--- src/rtl/road_fighter_pkg.sv ---
// rtl/road_fighter_pkg.sv - shared fixed-point constants, coordinate type and mover states
package road_fighter_pkg;
  localparam int FIXED_POINT_MULTIPLIER = 64;
  localparam int FP_SHIFT               = 6;
  localparam int SCREEN_W_DEF           = 640;
  localparam int SCREEN_H_DEF           = 480;

  typedef logic [10:0] coord_t;

  typedef enum logic [1:0] {IDLE, MOVE, EDGE, HIT} mover_state_e;
endpackage

--- src/rtl/boar_object_mover_if.sv ---
// rtl/boar_object_mover_if.sv - scan coordinate request / bitmap offset response bundle
interface boar_object_mover_if;
  import road_fighter_pkg::*;

  coord_t pixelX;
  coord_t pixelY;
  coord_t offsetX;
  coord_t offsetY;
  logic   InsideRectangle;

  modport master (output pixelX, pixelY, input offsetX, offsetY, InsideRectangle);
  modport slave  (input pixelX, pixelY, output offsetX, offsetY, InsideRectangle);
endinterface

--- src/rtl/rect_offset_calc.sv ---
// rtl/rect_offset_calc.sv - registered sprite box test and bitmap offset generation
module rect_offset_calc
  import road_fighter_pkg::*;
(
  input  logic   clk,
  input  logic   reset,
  input  coord_t i_pixel_x,
  input  coord_t i_pixel_y,
  input  coord_t i_top_x,
  input  coord_t i_top_y,
  input  coord_t i_size_w,
  input  coord_t i_size_h,
  input  logic   i_mirror,
  output coord_t o_off_x,
  output coord_t o_off_y,
  output logic   o_inside
);
  // One extra bit keeps top+size from wrapping at the right/bottom screen edge
  logic [11:0] w_px, w_py, w_tx, w_ty;
  logic        w_inside;
  coord_t      w_dx, w_dy, w_dx_sel;
  coord_t      r_off_x, r_off_y;
  logic        r_inside;

  assign w_px = {1'b0, i_pixel_x};
  assign w_py = {1'b0, i_pixel_y};
  assign w_tx = {1'b0, i_top_x};
  assign w_ty = {1'b0, i_top_y};

  assign w_inside = (w_px >= w_tx) && (w_px < w_tx + {1'b0, i_size_w}) &&
                    (w_py >= w_ty) && (w_py < w_ty + {1'b0, i_size_h});

  assign w_dx     = i_pixel_x - i_top_x;
  assign w_dy     = i_pixel_y - i_top_y;
  assign w_dx_sel = i_mirror ? (i_size_w - 11'd1 - w_dx) : w_dx;

  always_ff @(posedge clk) begin
    if (reset) begin
      r_inside <= 1'b0;
      r_off_x  <= '0;
      r_off_y  <= '0;
    end else begin
      r_inside <= w_inside;
      r_off_x  <= w_inside ? w_dx_sel : '0;
      r_off_y  <= w_inside ? w_dy : '0;
    end
  end

  assign o_inside = r_inside;
  assign o_off_x  = r_off_x;
  assign o_off_y  = r_off_y;
endmodule

--- src/rtl/boar_object_mover.sv ---
// rtl/boar_object_mover.sv - boar sprite position FSM with edge bounce, respawn and hit freeze
// Optional BOAR_MIRROR_EN: mirror offsetX while the boar travels left.
module boar_object_mover
  import road_fighter_pkg::*;
#(
  parameter int OBJECT_WIDTH  = 64,
  parameter int OBJECT_HEIGHT = 32,
  parameter int SCREEN_W      = SCREEN_W_DEF,
  parameter int SCREEN_H      = SCREEN_H_DEF,
  parameter int INIT_X        = 100,
  parameter int INIT_Y        = 0,
  parameter int SPEED_X       = 128,
  parameter int SPEED_Y       = 64,
  parameter int HIT_FRAMES    = 30
) (
  input  logic   clk,
  input  logic   reset,
  input  logic   startOfFrame,
  input  logic   enable,
  input  logic   collision,
  boar_object_mover_if.slave bus,
  output coord_t topLeftX,
  output coord_t topLeftY,
  output logic   frozen
);
  localparam logic signed [17:0] P_INIT_X  = 18'(INIT_X * FIXED_POINT_MULTIPLIER);
  localparam logic signed [17:0] P_INIT_Y  = 18'(INIT_Y * FIXED_POINT_MULTIPLIER);
  localparam logic signed [17:0] P_SPEED_X = 18'(SPEED_X);
  localparam logic signed [17:0] P_SPEED_Y = 18'(SPEED_Y);
  localparam logic signed [17:0] P_LIM_X   = 18'((SCREEN_W - OBJECT_WIDTH) * FIXED_POINT_MULTIPLIER);
  localparam logic signed [17:0] P_LIM_Y   = 18'(SCREEN_H * FIXED_POINT_MULTIPLIER);
  localparam int                 CW        = $clog2(HIT_FRAMES + 1);

  mover_state_e      r_state, w_next;
  logic signed [17:0] r_pos_x, r_pos_y, r_speed_x;
  logic signed [17:0] w_sh_x, w_sh_y;
  logic [CW-1:0]     r_hit_cnt;
  logic              r_flag;
  coord_t            r_top_x, r_top_y;
  logic              w_do_move, w_do_edge, w_hit_enter, w_hit_tick, w_mirror;

  always_ff @(posedge clk) begin
    if (reset) r_state <= IDLE;
    else       r_state <= w_next;
  end

  always_comb begin
    w_next = r_state;
    case (r_state)
      IDLE: if (startOfFrame) begin
              if (r_flag)      w_next = HIT;
              else if (enable) w_next = MOVE;
            end
      MOVE: w_next = EDGE;
      EDGE: w_next = IDLE;
      HIT:  if (startOfFrame && r_hit_cnt == '0) w_next = IDLE;
      default: w_next = IDLE;
    endcase
  end

  always_comb begin
    w_do_move   = (r_state == MOVE);
    w_do_edge   = (r_state == EDGE);
    w_hit_enter = (r_state == IDLE) && startOfFrame && r_flag;
    w_hit_tick  = (r_state == HIT) && startOfFrame;
    frozen      = (r_state == HIT);
  end

  // A bottom respawn takes priority so the X bounce never flips speed on that frame
  always_ff @(posedge clk) begin
    if (reset) begin
      r_pos_x   <= P_INIT_X;
      r_pos_y   <= P_INIT_Y;
      r_speed_x <= P_SPEED_X;
      r_hit_cnt <= '0;
      r_flag    <= 1'b0;
      r_top_x   <= coord_t'(INIT_X);
      r_top_y   <= coord_t'(INIT_Y);
    end else begin
      if (w_do_move) begin
        r_pos_x <= r_pos_x + r_speed_x;
        r_pos_y <= r_pos_y + P_SPEED_Y;
      end
      if (w_do_edge) begin
        if (r_pos_y >= P_LIM_Y) begin
          r_pos_x <= P_INIT_X;
          r_pos_y <= P_INIT_Y;
        end else if (r_pos_x < 0) begin
          r_pos_x   <= '0;
          r_speed_x <= -r_speed_x;
        end else if (r_pos_x >= P_LIM_X) begin
          r_pos_x   <= P_LIM_X;
          r_speed_x <= -r_speed_x;
        end
      end
      if (w_hit_enter) begin
        r_hit_cnt <= CW'(HIT_FRAMES - 1);
        r_flag    <= 1'b0;
      end else begin
        if (w_hit_tick && r_hit_cnt != '0) r_hit_cnt <= r_hit_cnt - 1'b1;
        if (collision && r_state != HIT)   r_flag    <= 1'b1;
      end
      r_top_x <= w_sh_x[10:0];
      r_top_y <= w_sh_y[10:0];
    end
  end

  assign w_sh_x   = r_pos_x >>> FP_SHIFT;
  assign w_sh_y   = r_pos_y >>> FP_SHIFT;
  assign topLeftX = r_top_x;
  assign topLeftY = r_top_y;

`ifdef BOAR_MIRROR_EN
  assign w_mirror = r_speed_x[17];
`else
  assign w_mirror = 1'b0;
`endif

  rect_offset_calc u_rect (
    .clk       (clk),
    .reset     (reset),
    .i_pixel_x (bus.pixelX),
    .i_pixel_y (bus.pixelY),
    .i_top_x   (r_top_x),
    .i_top_y   (r_top_y),
    .i_size_w  (coord_t'(OBJECT_WIDTH)),
    .i_size_h  (coord_t'(OBJECT_HEIGHT)),
    .i_mirror  (w_mirror),
    .o_off_x   (bus.offsetX),
    .o_off_y   (bus.offsetY),
    .o_inside  (bus.InsideRectangle)
  );
endmodule
--- src/flat_wrapper.sv ---
// flat-port wrapper written by rule: the top's interface ports become plain ports
module boar_object_mover_flat import road_fighter_pkg::*;
#(
  parameter int OBJECT_WIDTH  = 64,
  parameter int OBJECT_HEIGHT = 32,
  parameter int SCREEN_W      = SCREEN_W_DEF,
  parameter int SCREEN_H      = SCREEN_H_DEF,
  parameter int INIT_X        = 100,
  parameter int INIT_Y        = 0,
  parameter int SPEED_X       = 128,
  parameter int SPEED_Y       = 64,
  parameter int HIT_FRAMES    = 30
)
  (clk, reset, startOfFrame, enable, collision, topLeftX, topLeftY, frozen, bus_pixelX, bus_pixelY, bus_offsetX, bus_offsetY, bus_InsideRectangle);
  boar_object_mover_if bus_i ();
  input  logic clk;
  input  logic reset;
  input  logic startOfFrame;
  input  logic enable;
  input  logic collision;
  output coord_t topLeftX;
  output coord_t topLeftY;
  output logic frozen;
  input wire logic [$bits(bus_i.pixelX)-1:0] bus_pixelX;
  input wire logic [$bits(bus_i.pixelY)-1:0] bus_pixelY;
  output wire logic [$bits(bus_i.offsetX)-1:0] bus_offsetX;
  output wire logic [$bits(bus_i.offsetY)-1:0] bus_offsetY;
  output wire logic [$bits(bus_i.InsideRectangle)-1:0] bus_InsideRectangle;
  assign bus_i.pixelX = bus_pixelX;
  assign bus_i.pixelY = bus_pixelY;
  assign bus_offsetX = bus_i.offsetX;
  assign bus_offsetY = bus_i.offsetY;
  assign bus_InsideRectangle = bus_i.InsideRectangle;
  boar_object_mover #(.OBJECT_WIDTH(OBJECT_WIDTH), .OBJECT_HEIGHT(OBJECT_HEIGHT), .SCREEN_W(SCREEN_W), .SCREEN_H(SCREEN_H), .INIT_X(INIT_X), .INIT_Y(INIT_Y), .SPEED_X(SPEED_X), .SPEED_Y(SPEED_Y), .HIT_FRAMES(HIT_FRAMES)) u_core (.clk(clk), .reset(reset), .startOfFrame(startOfFrame), .enable(enable), .collision(collision), .bus(bus_i), .topLeftX(topLeftX), .topLeftY(topLeftY), .frozen(frozen));
endmodule
--- config.mk ---
export PLATFORM = sky130hd
export DESIGN_NAME = boar_object_mover_flat
export DESIGN_NICKNAME = d
export VERILOG_FILES = /design/src/rtl/road_fighter_pkg.sv /design/src/rtl/boar_object_mover_if.sv /design/src/rtl/rect_offset_calc.sv /design/src/rtl/boar_object_mover.sv /design/src/flat_wrapper.sv
export SDC_FILE = /design/constraint.sdc
export NUM_CORES = 1
export LEC_CHECK = 0
export CAP_MARGIN = 20
export CORE_MARGIN = 5
export CORE_UTILIZATION = 41
export DETAILED_ROUTE_END_ITERATION = 12
export HOLD_SLACK_MARGIN = 0.08
export SETUP_SLACK_MARGIN = 0.3
export SLEW_MARGIN = 10
export SYNTH_ARGS = -nofsm -noshare
export SYNTH_HDL_FRONTEND = slang
export SYNTH_SLANG_ARGS = --single-unit
--- constraint.sdc ---
create_clock -name clk -period 6.2 [get_ports clk]
set_input_delay 0.62 -clock clk [delete_from_list [all_inputs] [get_ports clk]]
set_output_delay 0.62 -clock clk [all_outputs]
set_load 0.02 [all_outputs]
==> results of run 1 <==
per-stage QoR:
step	total power (µW)	area, µm²
after floorplan	775.6	5614
after global placement	828.7	6500
after detailed placement	831.8	6500
after CTS	1356	6770
after global routing	1401	6777
final	1338	6777
worst register-to-register path: stages, from the launching register on:
cell	delay [ps]
dfxtp_1	460
ha_1	230
xnor2_1	130
ha_1	260
a211oi_1	230
o21ai_0	120
o21ai_0	210
a32oi_1	110
or4b_1	940
a211oi_1	360
layout by cell type, fill, tap and decap left out, types with 4 or more instances in the layout:
master,instances
and3_1,7
nand2_1,40
nor2b_1,24
nand3_1,23
or4_1,4
nor3_2,4
nand2b_1,11
nand4_1,9
or2_2,6
o31ai_1,7
nor3_1,27
o21ai_0,28
nor2_1,66
clkbuf_16,9
ha_1,54
nor3b_1,4
o21a_1,5
inv_1,48
nor4_1,5
xor2_1,23
a21oi_1,47
a31oi_1,9
xnor2_1,24
or3_1,5
a21o_1,10
clkdlybuf4s50_1,72
dfxtp_1,97
a211oi_1,10
o2111ai_1,4
power by group through the flow:
| stage | clock [µW] | sequential [µW] | combinational [µW] |
|---|---|---|---|
| floorplan | 0 | 659 | 116 |
| global placement | 0 | 659 | 170 |
| detailed placement | 0 | 660 | 172 |
| CTS | 537 | 645 | 173 |
| global route | 561 | 647 | 193 |
| finish | 519 | 645 | 174 |
logic make-up (layout without fill, tap and decap cells):
family / after synthesis / after routing / synth area share
mux: 5 / 5 / 0.009360
xor+xnor: 47 / 47 / 0.07332
fa+ha+maj: 56 / 56 / 0.1275
compound gates: 154 / 154 / 0.1790
flops: 97 / 97 / 0.3459
buf+inv: 66 / 139 / 0.04591
simple gates: 243 / 243 / 0.2191
state kept, by name, indices dropped and copies added, names as in the netlist:
signal                  flops
u_core.r_state              2
u_core.topLeftX            11
u_core.u_rect.o_inside      1
u_core.r_pos_x             16
u_core.topLeftY            11
u_core.u_rect.o_off_x      11
u_core.r_hit_cnt            5
u_core.r_pos_y             12
u_core.u_rect.o_off_y      11
u_core.r_flag               1
u_core.r_speed_x           16
final timing paths:
kind	cells after the start	start	endpoint	slack (ps)
min	2	u_core.r_pos_x[2]	u_core.r_pos_x[2]	470
max reg2reg	9	u_core.topLeftY[5]	u_core.u_rect.o_off_x[4]	3040
min reg2reg	2	u_core.r_pos_x[2]	u_core.r_pos_x[2]	470
max	10	bus_pixelY[0]	u_core.u_rect.o_off_y[9]	2990
metal layers:
metal  share of wire  GRT usage
met1            0.48     0.2192
met2            0.46     0.2783
met5               0          0
met4           0.015    0.05426
met3           0.043    0.02922
final cells by class:
type | count | area (µm²)
fillers | 1289 | 6571
multi-input cells | 505 | 3421
flip-flops and latches | 97 | 1942
repair buffers | 75 | 743.2
clock buffers | 10 | 229.0
well taps | 176 | 220.2
inverters | 48 | 180.2
clock inverters | 6 | 41.29
==> results by group, run 1 <==
Status
  – Status: complete, no violations

Worst setup path
  – Highest-delay cell along the critical path: or4b_1
  – Data required time of the critical path: 6390 ps
  – Biggest fanout along the worst timing path: 23
  – CP bufs+invs: 2
  – Critical-path cell list: clkdlybuf4s50_1 -> inv_1 -> ha_1 -> fa_1 -> nand2b_1 -> a211oi_1 -> o21ai_0 -> a32oi_1 -> or4b_1 -> nor3_1
  – Type of element capturing the critical path: register
  – Delay-heaviest family, CP: simple AND/OR/NAND/NOR gates
  – Nature of the critical path startpoint: input port
  – Worst setup path class: input port to register
  – Biggest cell delay along the critical path: 730 ps
  – Data arrival time of the critical path: 3400 ps

Drt
  – Routed len/inst: 14.54 µm
  – DRC violation count after routing: 0
  – Total length of routed wires: 13330 µm
  – Post-detailed-route count of antenna-violating nets: 0
  – Iter 0 DRT Violations: 300
  – Via count: 4981
  – Detail-routed via count per cell: 5.432
  – Drt pass-1 iters: 5

Logic synthesis
  – Sequential area share after synthesis: 0.3459
  – Post-synthesis cell count: 668
  – Share of flip-flops with an asynchronous set or reset after synthesis: 0
  – Warning count from the yosys run: 0
  – Summed instance area of the synthesized netlist: 5614 µm²
  – Proportion of netlist area held by the largest area contributor: 0.3459
  – Yosys top cell by area: dfxtp_1
  – Most used flip-flop cell after synthesis: dfxtp_1
  – Top area cells in the synthesized netlist: dfxtp_1 (35%), ha_1 (12%), nor2_1 (4.4%), a21oi_1 (4.2%), xnor2_1 (3.7%)
  – Most numerous cell in the Yosys netlist: dfxtp_1
  – Mean post-synth cell area: 8.404 µm²
  – Number of enable flip-flop cells after synthesis: 0
  – Commonest cells in the synthesized netlist: dfxtp_1 (97), nor2_1 (66), ha_1 (54)
  – Post-synthesis cell type count: 62
  – Synthesis-stage register bit count: 97
  – Synth Net Count: 751

STA
  – Hold_ws: 465.6 ps
  – Setup tns final: 0 ps
  – Fin Clk Skew: 7.199 ps
  – RSZ-0062 raised after global routing: false
  – Slew @ Worst Pin: 855.8 ps
  – Final worst path period need: 3211 ps
  – Number of pins with negative max-slew slack in the final report: 0
  – Share of the clock period used by the worst path: 0.5179
  – Count of final hold-check violations: 0
  – Fmax: 0.3114 GHz
  – Post-route setup slack: 2989 ps
  – Setup-violating endpoint count in the final report: 0
  – Headroom to the max-slew limit: 0.4295

Finish
  – Count of antenna diodes in the layout: 0
  – Post-layout nets: 819
  – Util after Layout: 0.5077
  – Post-route non-filler standard cell count: 917
  – Synth-to-Final Area Change: 20.70%
  – Share of final-layout standard cells stronger than drive strength 1: 0.04858

Global route
  – Overall fraction of global-route tracks in use: 0.1667
  – Pin count of the biggest net entering global routing: 50
  – Via count of the first global-routing pass: 4706
  – Number of antenna violations at the first check in global routing: 0
  – GRT Residual Overflow: 0
  – First-pass GRT wire length: 22450 µm

Power and ir drop
  – Fraction of power consumed by combinational cells: 0.130
  – Internal power summed over all cells: 986.5 µW
  – Sw Ratio: 0.2628
  – Leakage power summed over all cells: 0.002670 µW
  – Switching power summed over all nets: 351.8 µW
  – Cell area power density: 197.5 nW/µm²
  – Portion of total power attributed to sequential cells: 0.482
  – Worst supply voltage drop on vdd: 117.1 µV
  – Part of the power in the clock network: 0.388

Floorplanning
  – # rows: 42
  – DIE WIDTH: 127.0 µm
  – Die extent in y: 127.0 µm
  – Starting density of the core: 0.4206
  – Top-Level Pins: 73
  – Area of the core: 13350 µm²
  – Overall die area: 16130 µm²

Clock network
  – Number of H-tree levels: 3
  – # Post-CTS Setup Buffers: 0
  – Cell chosen for the clock root: clkbuf_16
  – Clock net sink count: 97
  – Clk pin slew, worst setup/hold paths: 70 ps
  – Quantity of hold-fixing buffers added after cts: 0
  – Bufs on Longest Clock Path: 2
  – Clock tree from TritonCTS: yes
  – Number of buffers added by the clock tree synthesis step: 9
  – Worst-skew pair later-pin latency: 350 ps
  – Post-CTS Resized: 0

Placement
  – I/O Buffers: 72
  – Detailed placer's ending HPWL: 10280 µm
  – Post-placement setup slack: 2614 ps
  – GPL Wtd Cong: 0.8762
  – Inst Count DP: 901

Run
  – Max cap viols: 0

Hold path
  – Classification of the worst-slack hold path: register to register
Note: power is estimated with default switching activity, not from simulation.
==> run 2: changes to the inputs <==
==> constraint.sdc (replaced) <==
create_clock -name clk -period 2.9 [get_ports clk]
set_input_delay 0.29 -clock clk [delete_from_list [all_inputs] [get_ports clk]]
set_output_delay 0.29 -clock clk [all_outputs]
set_load 0.02 [all_outputs]
==> run 2 against run 1 <==
Largest cell class unchanged. Design area increased by 3.8%. Core utilization increased by 1.9 points. Count of clock-buffer cells in the layout increased by 1. Clock power increased by 120%. Final cell count increased by 1.4%. Global-route usage decreased by 0.091 points. Hold slack about the same. Setup slack got worse by 2700 ps. Critical endpoint is now u_core.u_rect.o_off_x[4]. Clock skew decreased by 2.1 ps.
==> results by group, run 2 (synthesized netlist as in run 1, its figures left out) <==
STA
  – Number of pins with negative max-slew slack in the final report: 0
  – Final worst path period need: 2566 ps
  – Share of the clock period used by the worst path: 0.8848
  – Slew @ Worst Pin: 810.8 ps
  – Fin Clk Skew: 5.124 ps
  – RSZ-0062 raised after global routing: true
  – Count of final hold-check violations: 0
  – Setup-violating endpoint count in the final report: 0
  – Fmax: 0.3897 GHz
  – Headroom to the max-slew limit: 0.4595
  – Setup tns final: 0 ps

Power and ir drop
  – Leakage power summed over all cells: 0.002776 µW
  – Cell area power density: 410.1 nW/µm²
  – Worst supply voltage drop on vdd: 250.4 µV

Drt
  – Drt pass-1 iters: 5
  – Via count: 4953
  – Total length of routed wires: 13530 µm
  – Routed len/inst: 14.54 µm
  – Detail-routed via count per cell: 5.326
  – DRC violation count after routing: 0
  – Iter 0 DRT Violations: 392
  – Post-detailed-route count of antenna-violating nets: 0

Status
  – Status: complete, no violations

Placement
  – Placement Cell Area: 6583 µm²
  – Detailed placer's ending HPWL: 10360 µm
  – I/O Buffers: 72
  – GPL Wtd Cong: 0.8782

Clock network
  – Number of buffers added by the clock tree synthesis step: 9
  – Clock tree from TritonCTS: yes
  – Number of H-tree levels: 3
  – Cell chosen for the clock root: clkbuf_16
  – Bufs on Longest Clock Path: 2
  – Worst-skew pair later-pin latency: 340 ps
  – Clk pin slew, worst setup/hold paths: 70 ps
  – Quantity of hold-fixing buffers added after cts: 0
  – Clock net sink count: 97

Floorplanning
  – Die extent in y: 127.0 µm
  – DIE WIDTH: 127.0 µm
  – Top-Level Pins: 73
  – Overall die area: 16130 µm²
  – # rows: 42
  – Starting density of the core: 0.4206
  – Area of the core: 13350 µm²

Worst setup path
  – Data required time of the critical path: 3160 ps
  – Biggest fanout along the worst timing path: 12
  – Type of element capturing the critical path: register
  – Worst setup path class: register to register
  – Data arrival time of the critical path: 2830 ps
  – Nature of the critical path startpoint: register

Hold path
  – Classification of the worst-slack hold path: register to register

Finish
  – Flip-flop and latch area: 1963 µm²
  – Commonest non-fill, non-tap cell in the layout: dfxtp_1
  – Regs by FF count: u_core.r_pos_x: 16 flops, u_core.r_speed_x: 16 flops, u_core.r_pos_y: 12 flops
  – Synth-to-Final Area Change: 25.32%
  – Share of final-layout standard cells stronger than drive strength 1: 0.09814
  – Leading cell types in the layout, fill and taps excluded: dfxtp_1 (88), clkdlybuf4s50_1 (72), nor2_1 (66), ha_1 (50), inv_1 (47)
  – Count of antenna diodes in the layout: 0
  – Number of filler instances in the final layout: 1240
  – Post-layout nets: 832
  – Area used by multi-input combinational logic: 3528 µm²
  – Final std cell area, no fill: 7036 µm²

Global route
  – Via count of the first global-routing pass: 4675
  – Number of antenna violations at the first check in global routing: 0
  – First-pass GRT wire length: 22270 µm
  – Overall fraction of global-route tracks in use: 0.1658
  – Pin count of the biggest net entering global routing: 49
  – GRT Residual Overflow: 0

Run
  – Max cap viols: 0
==> run 2: cell count changes in the layout (fill, tap and decap cells not counted), sizes merged <==
cell      before  now
buf            3   15
clkbuf        10   12
inv           50   48
clkinvlp       0    1
==> run 2: worst paths after layout <==
path | to | slack (ps) | start | depth (start not counted)
hold / removal | u_core.r_pos_x[2] | 470 | u_core.r_pos_x[2] | 2
setup / recovery | u_core.u_rect.o_off_x[4] | 330 | u_core.topLeftY[6] | 11
setup reg to reg | u_core.u_rect.o_off_x[4] | 330 | u_core.topLeftY[6] | 11
hold reg to reg | u_core.r_pos_x[2] | 470 | u_core.r_pos_x[2] | 2
==> run 2: routing by layer <==
layer,GRT usage,wire (µm),vias up
met2,0.2758,6328,91
met5,0,0,-
li1,-,-,2536
met1,0.2197,6521,2309
met4,0.05489,209,0
met3,0.02713,466,17
==> run 2: area by class of cell <==
type,instances,share of cell area
well taps,176,0.03130
inverters,48,0.02561
clock inverters,5,0.004446
repair buffers,88,0.1236
clock buffers,11,0.03450
multi-input cells,505,0.5015
flip-flops and latches,97,0.2790
==> run 2: report_power, final <==
group          internal [µW]  total (µW)  switching (µW)
sequential              1350        1380            23.6
combinational            181         391             210
clock                    603        1120             515
==> run 2: worst max-delay path, cell delays in order, from the launching register on <==
cell,delay [ps]
dfxtp_4,370
ha_4,160
and3_4,170
xnor2_1,120
ha_1,300
o211ai_1,170
a21oi_1,70
o21ai_1,90
a32oi_1,100
or4b_4,550
buf_6,170
a211oi_1,190
==> run 2: repair_timing <==
item	CTS	global route
cloned	0	1
pin swaps	1	4
resized for setup	8	35
buffers inserted	0	1
setup endpoints to repair	21	26
endpoints found under the hold margin	0	0
==> run 2: metrics by stage <==
stage / power (µW) / cells / util / worst slack [ps] / hold slack, ps
after floorplan: 1658 / 668 / - / 318.1 / 435.6
after global placement: 1781 / 912 / 0.4932 / 138.7 / 449.0
after detailed placement: 1788 / 912 / 0.4932 / 98.81 / 455.0
after CTS: 2908 / 928 / 0.5157 / 260.0 / 465.7
after global routing: 3013 / 930 / 0.5271 / 228.3 / 480.8
final: 2885 / 930 / 0.5271 / 334.1 / 465.8
